<file path="src/rtl/lc3_controller.sv">
// Pipeline controller for the LC3 five-stage datapath: stage enables, data-memory
// sequencing FSM that freezes the pipeline, and execute-stage branch resolution.
module lc3_controller (
  input  logic        clk,
  input  logic        rst,
  input  logic        complete_instr,
  input  logic        complete_data,
  input  logic [15:0] IR_Exec,
  input  logic [2:0]  psr,
  output logic        enable_updatePC,
  output logic        enable_fetch,
  output logic        enable_decode,
  output logic        enable_execute,
  output logic        enable_writeback,
  output logic        br_taken,
  output logic        squash_decode,
  output logic        squash_execute,
  output logic [1:0]  mem_state
);

  localparam logic [1:0] ST_READ     = 2'd0;
  localparam logic [1:0] ST_INDIRECT = 2'd1;
  localparam logic [1:0] ST_WRITE    = 2'd2;
  localparam logic [1:0] ST_IDLE     = 2'd3;

  localparam logic [3:0] OP_BR  = 4'b0000;
  localparam logic [3:0] OP_LD  = 4'b0010;
  localparam logic [3:0] OP_ST  = 4'b0011;
  localparam logic [3:0] OP_LDR = 4'b0110;
  localparam logic [3:0] OP_STR = 4'b0111;
  localparam logic [3:0] OP_LDI = 4'b1010;
  localparam logic [3:0] OP_STI = 4'b1011;
  localparam logic [3:0] OP_JMP = 4'b1100;

  logic [1:0] state_q, state_d;
  logic       exec_new_q, exec_new_d;
  logic [3:0] opcode_s;
  logic       is_mem_s, is_jmp_s, is_ctrl_s;
  logic       mem_start_s, mem_busy_s, run_s, br_eval_s, br_taken_s;

  assign opcode_s  = IR_Exec[15:12];
  assign is_mem_s  = (opcode_s == OP_LD)  || (opcode_s == OP_LDR) || (opcode_s == OP_LDI) ||
                     (opcode_s == OP_ST)  || (opcode_s == OP_STR) || (opcode_s == OP_STI);
  assign is_jmp_s  = (opcode_s == OP_JMP);
  assign is_ctrl_s = (opcode_s == OP_BR) || is_jmp_s;

  // The completion cycle (READ/WRITE with complete_data) is deliberately not busy.
  assign mem_start_s = (state_q == ST_IDLE) && exec_new_q && is_mem_s;
  assign mem_busy_s  = mem_start_s ||
                       ((state_q != ST_IDLE) &&
                        !(((state_q == ST_READ) || (state_q == ST_WRITE)) && complete_data));
  assign run_s       = rst && !mem_busy_s && complete_instr;
  // Gated by run so a branch stalled on instruction memory is evaluated exactly once.
  assign br_eval_s   = run_s && exec_new_q && is_ctrl_s;
  assign br_taken_s  = br_eval_s && (is_jmp_s || (|(IR_Exec[11:9] & psr)));

  always_ff @(posedge clk or negedge rst) begin
    if (!rst) begin
      state_q    <= ST_IDLE;
      exec_new_q <= 1'b0;
    end else begin
      state_q    <= state_d;
      exec_new_q <= exec_new_d;
    end
  end

  always_comb begin
    state_d = state_q;
    case (state_q)
      ST_IDLE: begin
        if (mem_start_s) begin
          if ((opcode_s == OP_LDI) || (opcode_s == OP_STI)) begin
            state_d = ST_INDIRECT;
          end else if (IR_Exec[12]) begin
            state_d = ST_WRITE;
          end else begin
            state_d = ST_READ;
          end
        end else begin
          state_d = ST_IDLE;
        end
      end
      ST_INDIRECT: begin
        if (complete_data) begin
          state_d = IR_Exec[12] ? ST_WRITE : ST_READ;
        end else begin
          state_d = ST_INDIRECT;
        end
      end
      ST_READ, ST_WRITE: begin
        if (complete_data) begin
          state_d = ST_IDLE;
        end else begin
          state_d = state_q;
        end
      end
      default: state_d = ST_IDLE;
    endcase
  end

  always_comb begin
    exec_new_d = exec_new_q;
    if (run_s) begin
      exec_new_d = 1'b1;
    end else if (mem_start_s || br_eval_s) begin
      exec_new_d = 1'b0;
    end else begin
      exec_new_d = exec_new_q;
    end
  end

  always_comb begin
    enable_updatePC  = run_s;
    enable_fetch     = run_s;
    enable_decode    = run_s;
    enable_execute   = run_s;
    enable_writeback = run_s;
    br_taken         = br_taken_s;
    squash_decode    = br_taken_s;
    squash_execute   = br_taken_s;
    mem_state        = state_q;
  end

endmodule

</file>
<file path="config.mk">
export PLATFORM = sky130hd
export DESIGN_NAME = lc3_controller
export DESIGN_NICKNAME = d
export VERILOG_FILES = /design/src/rtl/lc3_controller.sv
export SDC_FILE = /design/constraint.sdc
export NUM_CORES = 1
export LEC_CHECK = 0
export ABC_CLOCK_PERIOD_IN_PS = 3600
export CORE_AREA = 2 2 39 41
export CTS_CLUSTER_DIAMETER = 30
export DETAILED_ROUTE_END_ITERATION = 10
export DIE_AREA = 0 0 41 43
export GPL_ROUTABILITY_DRIVEN = 0
export PLACE_DENSITY = 0.63
export SLEW_MARGIN = 20
export SYNTH_ARGS = -nofsm -noshare
export SYNTH_HDL_FRONTEND = slang
export SYNTH_SLANG_ARGS = --single-unit
export TNS_END_PERCENT = 1
</file>
<file path="constraint.sdc">
create_clock -name clk -period 3.6 [get_ports clk]
set_input_delay 0.72 -clock clk [delete_from_list [all_inputs] [get_ports clk]]
set_output_delay 0.72 -clock clk [all_outputs]
set_load 0.005 [all_outputs]
</file>
==> results of run 1 <==
layer usage:
layer / global-route usage [%] / vias up
li1: - / 149
met1: 11.0 / 135
met2: 14.7 / 10
met3: 3.14 / 0
met4: 6.00 / 0
met5: 0 / -
logic make-up (layout without fill, tap and decap cells):
group,after synthesis,after routing,synth area share [%]
multiplexers,1,1,3.88
AO/OA/AOI/OAI,7,7,18.4
AND/OR/NAND/NOR,14,14,30.1
flip-flops,3,3,30.1
buffers and inverters,6,27,17.5
worst max-delay path by stage:
stage | startpoint | end | slack (ns) | cells past startpoint
final | IR_Exec[15] | enable_decode | 0.36 | 5
after global routing | IR_Exec[15] | enable_decode | 0.18 | 5
after CTS | IR_Exec[15] | enable_decode | 0.33 | 5
after detailed placement | IR_Exec[15] | enable_decode | 0.34 | 5
after global placement | IR_Exec[15] | enable_updatePC | 0.37 | 5
after floorplan | IR_Exec[14] | enable_execute | 1.34 | 4
flip-flops by register name, summed over array words and instances (netlist names):
register    cells
exec_new_q      1
mem_state       2
cell usage in the layout, fill, tap and decap left out, drive strengths merged:
cell and count:
clkdlybuf4s50 23, clkbuf 4, nand2 3, nor3 3, a21oi 3, nand3b 2
dfstp 2, nor2 2, and2 1, nand4 1, mux2i 1, a22oi 1
nor3b 1, o311a 1, o22a 1, o21ai 1, nand2b 1, dfrtp 1
power by group through the flow:
stage	combinational [W]	clock [W]	sequential, W
after floorplan	0.0000556	0	0.0000724
after global placement	0.000107	0	0.0000746
after detailed placement	0.000107	0	0.0000751
after CTS	0.000107	0.0000614	0.0000746
after global routing	0.000118	0.0000643	0.0000778
final	0.000106	0.0000582	0.0000743
cells in the mapped netlist:
cell type	number
o311a_1	1
a22oi_1	1
dfstp_2	2
o22a_2	1
mux2i_1	1
and2_1	1
a21oi_1	3
nand2_1	3
nor2_1	1
nor3_1	3
nand4_1	1
nand2b_1	1
dfrtp_1	1
o21ai_0	1
buf_4	6
nand3b_1	2
nor3b_1	1
nor2_2	1
stage by stage:
step,util (%),total power [W],hold slack (ns)
finish,35.4,0.000238,0.514
global route,35.4,0.000260,0.542
CTS,35.4,0.000243,0.517
detailed placement,33.5,0.000182,0.509
global placement,33.5,0.000181,0.499
floorplan,-,0.000128,0.424
final cells by class:
class                           instances  share of cell area [%]
Tap cell                               16                    4.09
Sequential cell                         3                    15.9
Timing Repair Buffer                   23                    47.1
Multi-Input combinational cell         22                    27.6
Clock buffer                            4                    5.37
worst register-to-register path: cells and delay by family (launching register included):
| family | cells | cell delay (ns) |
|---|---|---|
| flops | 1 | 0.57 |
| mux | 1 | 0.27 |
| compound gates | 1 | 0.20 |
| simple gates | 1 | 0.06 |
==> impl_metrics.yaml, run 1 <==
clocking:
  postCtsSetupBuffers: 0
  clockBufferDepth: 2
  post_cts_resized: 0
  clkSlewWorstSetupHoldPaths_ns: 0.04
  clock_sink_count: 3
  numCtsBuffers: 3
  clk-insertion-delay-late_ns: 0.23
  tritoncts: "built"
  cts_root_buf: "clkbuf_4"
  htree_levels: 1
  cts_hold_buffers: 0
worst_setup_path:
  r2r_slack_ns: 2.39
  crit_required_ns: 2.88
  r2r_cells: 3
  worstSetupPathType: "input pin to output pin"
  end_kind: "output pin"
  critPathMostFrequentCell: "clkdlybuf4s50_1"
  cp.arrival_ns: 2.52
  slowest_delay_ns: 0.59
  r2r-start: "mem_state[0]$_DFFE_PN1P_"
  rr_endpoint: "exec_new_q$_DFFE_PN0P_"
  start_kind: "input pin"
  crit_slowest_cell: "clkdlybuf4s50_1"
  worst-path-buf-inv: 2
  worst-path-max-fanout: 5
  crit_family: "buffers and inverters"
  crit_chain: "clkdlybuf4s50_1 > and2_1 > nor2_1 > nor3_1 > clkdlybuf4s50_1"
sta:
  max_slew_margin_pct: 69.5
  skew_ns: 0.00287
  fin_crit_ns: 3.24
  hold_violations: 0
  setup_ws_ns: 0.361
  fin_crit_sh_pct: 90.0
  setup_viol: 0
  max_freq_mhz: 309
  maxSlewViolCount: 0
  tightest_slew_ns: 0.453
  rsz0062_at_grt: "false"
  final.setup.tns_ns: 0
power:
  pwr-share-seq_pct: 31.1
  power_frac_comb_pct: 44.4
  power.share.clock_pct: 24.4
  power.density_mw_per_mm2: 487
  p_leak_nw: 0.188
  ir_worst_vdd_uv: 188
  internal-power_w: 0.000169
  p_sw_share_pct: 29.1
  power.switching_w: 0.0000694
min_path:
  holdPathStages: 1
  min_from: "exec_new_q$_DFFE_PN0P_"
  hold-path-endpoint: "exec_new_q$_DFFE_PN0P_"
  hold_class: "flip-flop to flip-flop"
run:
  max-cap-violations: 0
grt:
  grt_pass1_vias: 309
  grt-ovfl-total: 0
  grt_max_degree: 7
  grt_pass1_wl_um: 1170
  grt.total_usage_pct: 9.67
  antenna_found_initial: 0
logic_synthesis:
  synth_warnings: 0
  synth_top_area_share_pct: 20.4
  synth_nets: 54
  synth_area_um2: 258
  synth_top_area_cell: "dfstp_2"
  yosysSeqAreaShare_pct: 30.1
  ys_types: 18
  ys_seq_elements: 3
  syn_inst: 31
  synth.avg_cell_area_um2: 8.31
  synth.area.top_cells: "dfstp_2 20%, buf_4 17%, dfrtp_1 9.7%, a21oi_1 5.8%, nor3_1 5.8%"
routing:
  viasPerCell: 4.32
  totalWireLength_um: 622
  avgRoutedWirePerCell_um: 9.15
  met3WireLength_um: 40
  highest_layer: "met3"
  ant_nets: 0
  wl_met2_um: 333
  drc: 0
  drt-initial-drc-count: 1
  vias: 294
  drt_first_pass_iters: 3
  met1_length_um: 247
final_layout:
  nFillCells: 146
  areaGrowthSynthToFinish_pct: 89.8
  diodes: 0
  area.sequential_um2: 77.6
  stdcell_count: 68
  fin_area_um2: 489
  multi_input_area_um2: 135
  final_nets: 76
  drive_above_1_share_pct: 13.5
status:
  status: "complete, no violations"
die:
  row_count: 14
  fp.coreArea_mm2: 0.00138
  fp.dieH_um: 43
  die-area_mm2: 0.00176
  die_w_um: 41
  io_pins: 33
  initial_core_util_pct: 18.6
placed_design:
  place_area_um2: 463
  dp.cells: 64
  pre_cts_ws_ns: 0.341
  port_buffers: 23
(Power assumes the default switching activity.)
==> run 2, diff against run 1 <==
SKIP_CTS_REPAIR_TIMING = 1   (was default)
==> results of run 2 <==
The final DEF is identical to that of run 1; final timing and power are the same.
